==> src/rtl/eim_slave_mem.sv <==
// EIM multiplexed address/data slave: DEPTH-word RAM window with auto-increment,
// read-prefetch wait generation and an exported control word. Burst beats on eim_bclk: EIM_BURST_EN.
module eim_slave_mem #(
  parameter int unsigned DATA_W      = 8,
  parameter int unsigned ADDR_W      = 8,
  parameter int unsigned DEPTH       = 256,
  parameter int unsigned SYNC_STAGES = 2
) (
  input  logic              clk,
  input  logic              rst_n,
  input  logic              eim_cs0_n,
  input  logic              eim_lba_n,
  input  logic              eim_wr_n,
  input  logic              eim_oe_n,
  input  logic              eim_bclk,
  input  logic [DATA_W-1:0] da_in,
  output logic [DATA_W-1:0] da_out,
  output logic              da_oe,
  output logic              eim_wait_n,
  output logic [DATA_W-1:0] ctrl_word,
  output logic [7:0]        err_cnt
);

  localparam int unsigned MemAw = (DEPTH > 1) ? $clog2(DEPTH) : 1;
  localparam logic [ADDR_W:0] DepthLim = (ADDR_W + 1)'(DEPTH);

  typedef enum logic [1:0] {StIdle, StAddr, StWrite, StRead} state_e;

  state_e state_q, state_d;

  // Strobe vector order: {oe, wr, lba, cs}
  logic [3:0]        strb_sync [SYNC_STAGES];
  logic [DATA_W-1:0] da_sync   [SYNC_STAGES];
  logic [3:0]        strb_s, strb_q;
  logic [DATA_W-1:0] da_s;

  logic cs_s, wr_s;
  logic cs_rise, lba_fall, lba_rise;
  logic wr_beat, rd_beat_ev;

  logic [ADDR_W-1:0] addr_q;
  logic [DATA_W-1:0] ctrl_q, da_out_q, rd_word;
  logic [7:0]        err_q;
  logic              fetch_q;
  logic              in_range;
  logic [MemAw-1:0]  mem_idx;
  logic [DATA_W-1:0] mem [DEPTH];

  logic addr_load, wr_commit, rd_start, rd_beat;

  always_ff @(posedge clk or negedge rst_n) begin
    if (!rst_n) begin
      for (int i = 0; i < SYNC_STAGES; i++) begin
        strb_sync[i] <= '1;
        da_sync[i]   <= '0;
      end
      strb_q <= '1;
    end else begin
      strb_sync[0] <= {eim_oe_n, eim_wr_n, eim_lba_n, eim_cs0_n};
      da_sync[0]   <= da_in;
      for (int i = 1; i < SYNC_STAGES; i++) begin
        strb_sync[i] <= strb_sync[i-1];
        da_sync[i]   <= da_sync[i-1];
      end
      strb_q <= strb_s;
    end
  end

  assign strb_s   = strb_sync[SYNC_STAGES-1];
  assign da_s     = da_sync[SYNC_STAGES-1];
  assign cs_s     = strb_s[0];
  assign wr_s     = strb_s[2];
  assign cs_rise  = strb_s[0] & ~strb_q[0];
  assign lba_fall = ~strb_s[1] & strb_q[1];
  assign lba_rise = strb_s[1] & ~strb_q[1];

`ifdef EIM_BURST_EN
  logic [SYNC_STAGES-1:0] bclk_sync;
  logic                   bclk_q;
  logic                   bclk_s;
  logic                   unused_strb;

  always_ff @(posedge clk or negedge rst_n) begin
    if (!rst_n) begin
      bclk_sync <= '1;
      bclk_q    <= 1'b1;
    end else begin
      bclk_sync <= {bclk_sync[SYNC_STAGES-2:0], eim_bclk};
      bclk_q    <= bclk_s;
    end
  end

  assign bclk_s      = bclk_sync[SYNC_STAGES-1];
  // In burst mode only bclk edges are beats; wr/oe edges just gate entry and exit.
  assign wr_beat     = bclk_s & ~bclk_q;
  assign rd_beat_ev  = bclk_s & ~bclk_q;
  assign unused_strb = ^{strb_s[3], strb_q[3:2]};
`else
  logic unused_bclk;

  assign wr_beat     = strb_s[2] & ~strb_q[2];
  assign rd_beat_ev  = strb_s[3] & ~strb_q[3];
  assign unused_bclk = eim_bclk;
`endif

  always_comb begin
    state_d   = state_q;
    addr_load = 1'b0;
    wr_commit = 1'b0;
    rd_start  = 1'b0;
    rd_beat   = 1'b0;
    unique case (state_q)
      StIdle: begin
        if (lba_fall && !cs_s) begin
          state_d   = StAddr;
          addr_load = 1'b1;
        end
      end
      StAddr: begin
        if (lba_rise) begin
          if (!wr_s) begin
            state_d = StWrite;
          end else begin
            state_d  = StRead;
            rd_start = 1'b1;
          end
        end
      end
      StWrite: wr_commit = wr_beat;
      StRead:  rd_beat   = rd_beat_ev;
      default: state_d   = StIdle;
    endcase
    // Deselect wins over everything except a write that completes in the same cycle.
    if (cs_rise) begin
      state_d   = StIdle;
      addr_load = 1'b0;
      rd_start  = 1'b0;
      rd_beat   = 1'b0;
    end
  end

  assign in_range = {1'b0, addr_q} < DepthLim;
  assign mem_idx  = addr_q[MemAw-1:0];

  always_comb begin
    rd_word = '0;
    if (in_range) begin
      rd_word = (addr_q == '0) ? ctrl_q : mem[mem_idx];
    end
  end

  always_ff @(posedge clk or negedge rst_n) begin
    if (!rst_n) begin
      state_q  <= StIdle;
      addr_q   <= '0;
      ctrl_q   <= '0;
      err_q    <= '0;
      fetch_q  <= 1'b0;
      da_out_q <= '0;
    end else begin
      state_q <= state_d;

      if (addr_load) begin
        addr_q <= da_s[ADDR_W-1:0];
      end else if (wr_commit || rd_beat) begin
        addr_q <= addr_q + ADDR_W'(1);
      end

      if (wr_commit && in_range && addr_q == '0) begin
        ctrl_q <= da_s;
      end

      if ((wr_commit || rd_beat) && !in_range && err_q != 8'hFF) begin
        err_q <= err_q + 8'd1;
      end

      // fetch_q marks the single wait cycle; the fetched word lands as it clears.
      if (cs_rise) begin
        fetch_q <= 1'b0;
      end else if (rd_start || rd_beat) begin
        fetch_q <= 1'b1;
      end else if (fetch_q) begin
        fetch_q  <= 1'b0;
        da_out_q <= rd_word;
      end
    end
  end

  always_ff @(posedge clk) begin
    if (wr_commit && in_range) begin
      mem[mem_idx] <= da_s;
    end
  end

  assign da_out     = da_out_q;
  assign da_oe      = (state_q == StRead) & ~eim_oe_n & ~eim_cs0_n;
  assign eim_wait_n = ~fetch_q;
  assign ctrl_word  = ctrl_q;
  assign err_cnt    = err_q;

endmodule
==> config.mk <==
export PLATFORM = sky130hd
export DESIGN_NAME = eim_slave_mem
export DESIGN_NICKNAME = d
export VERILOG_FILES = /design/src/rtl/eim_slave_mem.sv
export SDC_FILE = /design/constraint.sdc
export NUM_CORES = 2
export LEC_CHECK = 0
export BUFFER_PORTS_ARGS = -buffer_cell sky130_fd_sc_hd__buf_2
export CORE_MARGIN = 4
export CORE_UTILIZATION = 50
export CTS_CLUSTER_SIZE = 30
export DETAILED_ROUTE_END_ITERATION = 12
export PLACE_DENSITY = 0.73
export RECOVER_POWER = 100
export SLEW_MARGIN = 30
export SYNTH_ARGS = -nofsm -noshare
export SYNTH_HDL_FRONTEND = slang
export SYNTH_SLANG_ARGS = --single-unit
export TNS_END_PERCENT = 20
==> constraint.sdc <==
create_clock -name clk -period 10 [get_ports clk]
set_input_delay 1 -clock clk [delete_from_list [all_inputs] [get_ports clk]]
set_output_delay 1 -clock clk [all_outputs]
set_load 0.005 [all_outputs]
-- Word-level counts from Yosys, hierarchy flattened
Memories as Yosys holds them, arrays and structs flattened.
Cells that the tools add are included.
- word-level logic and storage cells: 67
- memories kept: 1
- output and inout port bits: 26
- input bits: 15
- RAM bits: 2048
- flip-flop bits (word level): 55
- equality and inequality tests: 5
- reduce and logical (&&, ||, !) cells: 11
- muxes and demuxes: 22
- bitwise operators: 17
- $add $sub $neg: 1
- memories (memory ; words ; bits a word ; read ports ; clocked after memory_dff ; wr ports ; RTL line ; RTL):
    mem ; 256 ; 8 ; 1 ; 0 ; 1 ; 47 ; logic [DATA_W-1:0] mem [DEPTH];
- operators by type and width (cell ; number):
    8-bit two-way mux ; 3
    1-bit two-way mux ; 15
    1-bit NOT ; 10
    8-bit by 1-bit adder with 8-bit output, second input constant ; 1
    8-bit zero test ; 1
    1-bit AND ; 7
    2-bit two-way mux ; 3
    3-bit inequality test, second input constant ; 2
    3-bit AND reduction ; 2
    2-bit == test, second input constant ; 2
    2-bit one-hot mux with 2 select lines ; 1
    3-bit nonzero test ; 1
    2-bit by 1-bit == test with 1-bit output, second input constant ; 1
    1-bit logical AND ; 2
    2-bit zero test ; 1
    1-bit logical OR ; 2
    2-bit nonzero test ; 1
    1-bit zero test ; 1

-- Depth between registers and ports, before layout
- depth after elaboration: 8
- gate-level depth with buffers: 15
- gate-level depth less buffers: 8

-- Worst setup path after synthesis
No wires, ideal clock.
- path kind: register to register
- start point: reg da_sync (netlist bit da_s[0])
- end point: mem mem[0][0], data pin
- required time: 9.194 ns
- path buffers: 0
- period minus slack after synthesis: 4.004 ns
- cell stages (with the launch flop): 1
- data arrival time: 3.197 ns
- path slack: 5.996 ns
- library setup time: 0.806 ns
- cells stage by stage: dfrtp_1
- RTL lines (what ; RTL line ; RTL):
    start: declaration ; 33 ; logic [DATA_W-1:0] da_sync [SYNC_STAGES];
    start signal: indexed assignment ; 63 ; da_sync[i] <= da_sync[i-1];
    end: declaration ; 47 ;
Straight into the memory's write port.

-- Final worst setup path
- start point: reg addr_q[3]
- end point: mem mem[198][5], enable pin
- RTL lines (what ; RTL line ; RTL):
    start: declaration ; 41 ; logic [ADDR_W-1:0] addr_q;
    start signal: assignment ; 164 ; addr_q <= da_s[ADDR_W-1:0];
    start signal: assignment ; 166 ; addr_q <= addr_q + ADDR_W'(1);
Straight into the memory's write port.

==> run summary <==
The post-route worst hold slack came out at 0.204 ns. The floorplan step defined a die boundary enclosing roughly 170,000 µm². The area of the core is 163,000 µm². The final reports fail on max-capacitance violations, max-slew violations.

The number of synthesized flops with an enable pin came out at between 2,000 and 2,500. Post-CTS timing repair inserted 0 buffers for setup. The number of placement rows is 148. The remaining routing DRC violations is 0. The critical path starts at addr_q[3]. The startpoint-to-endpoint class of the critical path is register to register. The routability congestion estimate from global placement came out at approximately 0.92. The via count of the first global-routing pass came out at roughly 40,000.

Buffers inserted during clock tree synthesis total 200. The mean post-synth cell area is 21.0 µm². The height of the die came out at 413 µm. The synthesized instance count came out at 3,897.

The number of port buffers is 31. The final total negative setup slack is 0 ns. The share of the synthesized area in the top cell type is 75.0%. For the worst setup path, the data required time is about 10 ns. The reported max-cap violation count came out at 36. The data arrival time of the worst path came out at 7.79 ns.

The power per standard cell area is approximately 250 nW/µm². After layout, the worst path uses around three quarters of the clock period. The hold buffer count at cts came out at 0. The total via count after detailed routing came out at 40,300. The number of failing hold endpoints at the final stage came out at 0. Setup repair after global routing left no endpoint under its margin. The number of antenna violations at the first check in global routing came to 6. The post-DP HPWL is 117 mm. Ranked by total cell area, the synthesized netlist is headed by edfxtp_1 (75%), mux4_2 (13%), mux2i_1 (2.7%), nor2_1 (1.4%), dfrtp_1 (1.3%). The unique cell type count in the Yosys netlist came out at 65.

The biggest cell delay along the critical path came out at 2.44 ns. The share of synthesized area occupied by flip-flops and latches came out at between 70% and 80%. Across every metal layer, demand over resource in global routing totals 23.5%. Summed over all instances, the cell type with the most area after synthesis is edfxtp_1. During synthesis, Yosys emitted a total of 0 warnings.

Relative to the synthesized area, the layout overhead comes to 10.2%. The largest net degree at the start of global routing is 214. The mapped netlist covers 82,000 µm². The maximum fanout along the worst path is 35. The post-detailed-route count of antenna-violating nets came out at 0. Setup violations remaining at the end of the flow were counted as 0.

The later pin in the worst-skew pair is clocked with a latency of between 0.8 and 0.9 ns. The flow ran to the end, but the final reports show violations. The most used flip-flop cell after synthesis is edfxtp_1. After detailed routing, the number of vias per cell comes to between 6 and 7. The longest clock path from root to sink contains 3 buffers. The filler cell count in the final layout came out at 11,900.

Clock tree synthesis selected as its root buffer the cell clkbuf_16. The cell count of the worst reg-to-reg path is 5. After synthesis, the share of flip-flops with an asynchronous set or reset is 2.62%. On the critical path, the stage with the largest delay is an instance of clkbuf_1.

The most prevalent standard cell on the critical path is clkbuf_1. The length of the first detailed-routing pass in iterations came out at 8. The end of the worst register-to-register path is mem[198][5]. The setup slack on the worst flop-to-flop path is about 2.6 ns.

The clock skew came out at approximately 0.044 ns. The worst slew margin relative to its limit is -224%. The maximum clock frequency is 0.135 GHz.

The routed wire length per instance came out at approximately 32 µm. In this run the horizontal extent of the chip is roughly 410 µm. Wires add up to 200 mm.

The TritonCTS clock tree is yes. The minimum period implied by the final worst setup slack came out at 7.40 ns. STA classifies the critical path endpoint as a register.

The post-route netlist has 20.4% of its cells at a drive strength greater than 1. The H-tree depth is 4. The critical path goes through clkbuf_1 -> nor2b_1 -> nand2_1 -> clkbuf_1 -> nor2_1. After clock tree synthesis, the repair step resized 0 gates. Global routing finished with a remaining overflow of 0. The worst register-to-register path begins at addr_q[3].

The measured slew at the worst slew-check pin is 4.87 ns. Clock-pin slew was measured on the worst setup and hold paths at around 0.060 ns. STA classifies the critical path startpoint as a register. The count of nets after finishing came out at 4,003. The initial utilization of the core area, before any placement, comes to roughly half.

The static power due to leakage is between 0.02 and 0.03 µW. The global-route wire length before repair came out at 288 mm. The number of max-slew violations in the final report is 1,922. For this design, the sink count on the clock tree is about 2,100.

The maximum vdd drop came out at 0.208 mV. In this run the worst hold path is classified as input port to asynchronous set/reset pin. In this run, the number of DRC markers left after iteration 0 of detailed routing was ~6,000. The number of flip-flops and latches in the synthesized netlist came out at 2,103. The I/O pin count is between 40 and 50.
cells in the final DEF, fill, tap and decap left out, types with 9 or more instances in the layout:
cell type	instances
edfxtp_1	2048
nand3_1	28
nor2b_1	17
buf_2	15
clkinv_2	32
clkbuf_16	201
mux2i_1	221
bufinv_16	11
clkinv_1	49
nor2_1	303
a22oi_1	63
buf_4	40
dfstp_2	9
mux4_2	472
a31oi_1	11
o21ai_0	26
mux4_1	15
a32oi_1	21
a221oi_1	13
inv_1	9
clkbuf_1	98
nand2_1	163
nand4_1	9
clkinvlp_4	11
nor3_1	15
o22ai_1	10
dfrtp_1	39
a21oi_1	35
nand2b_1	10
metrics by stage:
| stage | instances | instance area (µm²) | utilization [%] | total power, µW | setup WS, ns |
|---|---|---|---|---|---|
| 4_1_cts | 6325 | 90500 | 55.5 | 22800 | 5.10 |
| 6_report | 6333 | 90400 | 55.5 | 22900 | 2.60 |
| 5_1_grt | 6328 | 90400 | 55.5 | 23600 | 2.57 |
| 3_5_place_dp | 5954 | 84300 | 51.7 | 15700 | 5.14 |
| 2_1_floorplan | 3904 | 82000 | - | 14100 | 6.00 |
| 3_3_place_gp | 5954 | 84200 | 51.7 | 15600 | 5.16 |
cells in the mapped netlist (12+ instances only):
library cell  number
nor2b_1           20
nand3_1           28
mux4_1            15
nor2_1           307
dfrtp_1           43
dfstp_2           12
clkbuf_1          92
mux4_2           472
mux2i_1          221
nor3_1            15
a22oi_1           63
buf_2             54
o21ai_0           25
a221oi_1          13
nand2_1          163
buf_6             39
buf_4             31
a32oi_1           21
edfxtp_1        2048
a21oi_1           35
logic make-up (layout without fill, tap and decap cells):
logic type / count (synthesis) / in the layout / share of synthesized area [%]
AO/OA/AOI/OAI: 237 / 237 / 2.10
XOR/XNOR: 7 / 7 / 0.0748
adder cells (fa/ha/maj): 4 / 4 / 0.0610
buffers and inverters: 246 / 495 / 1.83
flip-flops: 2103 / 2103 / 76.7
multiplexers: 715 / 715 / 16.2
other: 1 / 13 / 0.00457
AND/OR/NAND/NOR: 584 / 584 / 2.99
critical path, delay by kind of cell, from the launching register on:
kind	cells	cell delay, ns
DFF	1	1.00
and+or+nand+nor	3	2.01
buffers and inverters	2	3.87
metal layers:
metal  track usage (%)  vias to the layer above  share of wire, %
met5             0.431                        -             0.060
met3              6.59                      417                12
li1                  -                    16300                 -
met4              8.54                        6               3.9
met1              33.1                    21000                38
met2              35.5                     2544                47
power by group:
| group | internal, µW | total [µW] | switching, µW | leakage, µW |
|---|---|---|---|---|
| Combinational | 2440 | 5710 | 3270 | 0.00578 |
| Sequential | 9720 | 9920 | 200 | 0.0190 |
| Clock | 4020 | 7240 | 3220 | 0.00302 |
cell type report:
class | instances | area [µm²] | area share, %
multi-input combinational | 1555 | 17700 | 19.6
inverter | 11 | 43.8 | 0.0484
tap | 2175 | 2720 | 3.01
antenna | 5 | 12.5 | 0.0138
clock buffer | 254 | 5270 | 5.83
timing repair buffer | 113 | 754 | 0.835
sequential | 2103 | 62900 | 69.6
clock inverter | 117 | 976 | 1.08
flip-flops by register name, indices dropped and copies added (netlist names):
signal and flops:
mem 2048, addr_q 8, ctrl_word 8, da_out 8, da_s 8, da_sync 8
strb_q 4, strb_s 4, strb_sync 4, state_q 2, fetch_q 1
worst max-delay path by stage:
| stage | end | slack [ns] | cells after the start |
|---|---|---|---|
| after floorplan | mem[0][0] | 6.00 | 0 |
| after global placement | da_out[0] | 5.16 | 8 |
| after detailed placement | da_out[0] | 5.14 | 8 |
| after CTS | da_out[5] | 5.10 | 8 |
| after global routing | mem[199][3] | 2.57 | 5 |
| final | mem[198][5] | 2.60 | 5 |
Note: power is estimated with default switching activity, not from simulation.
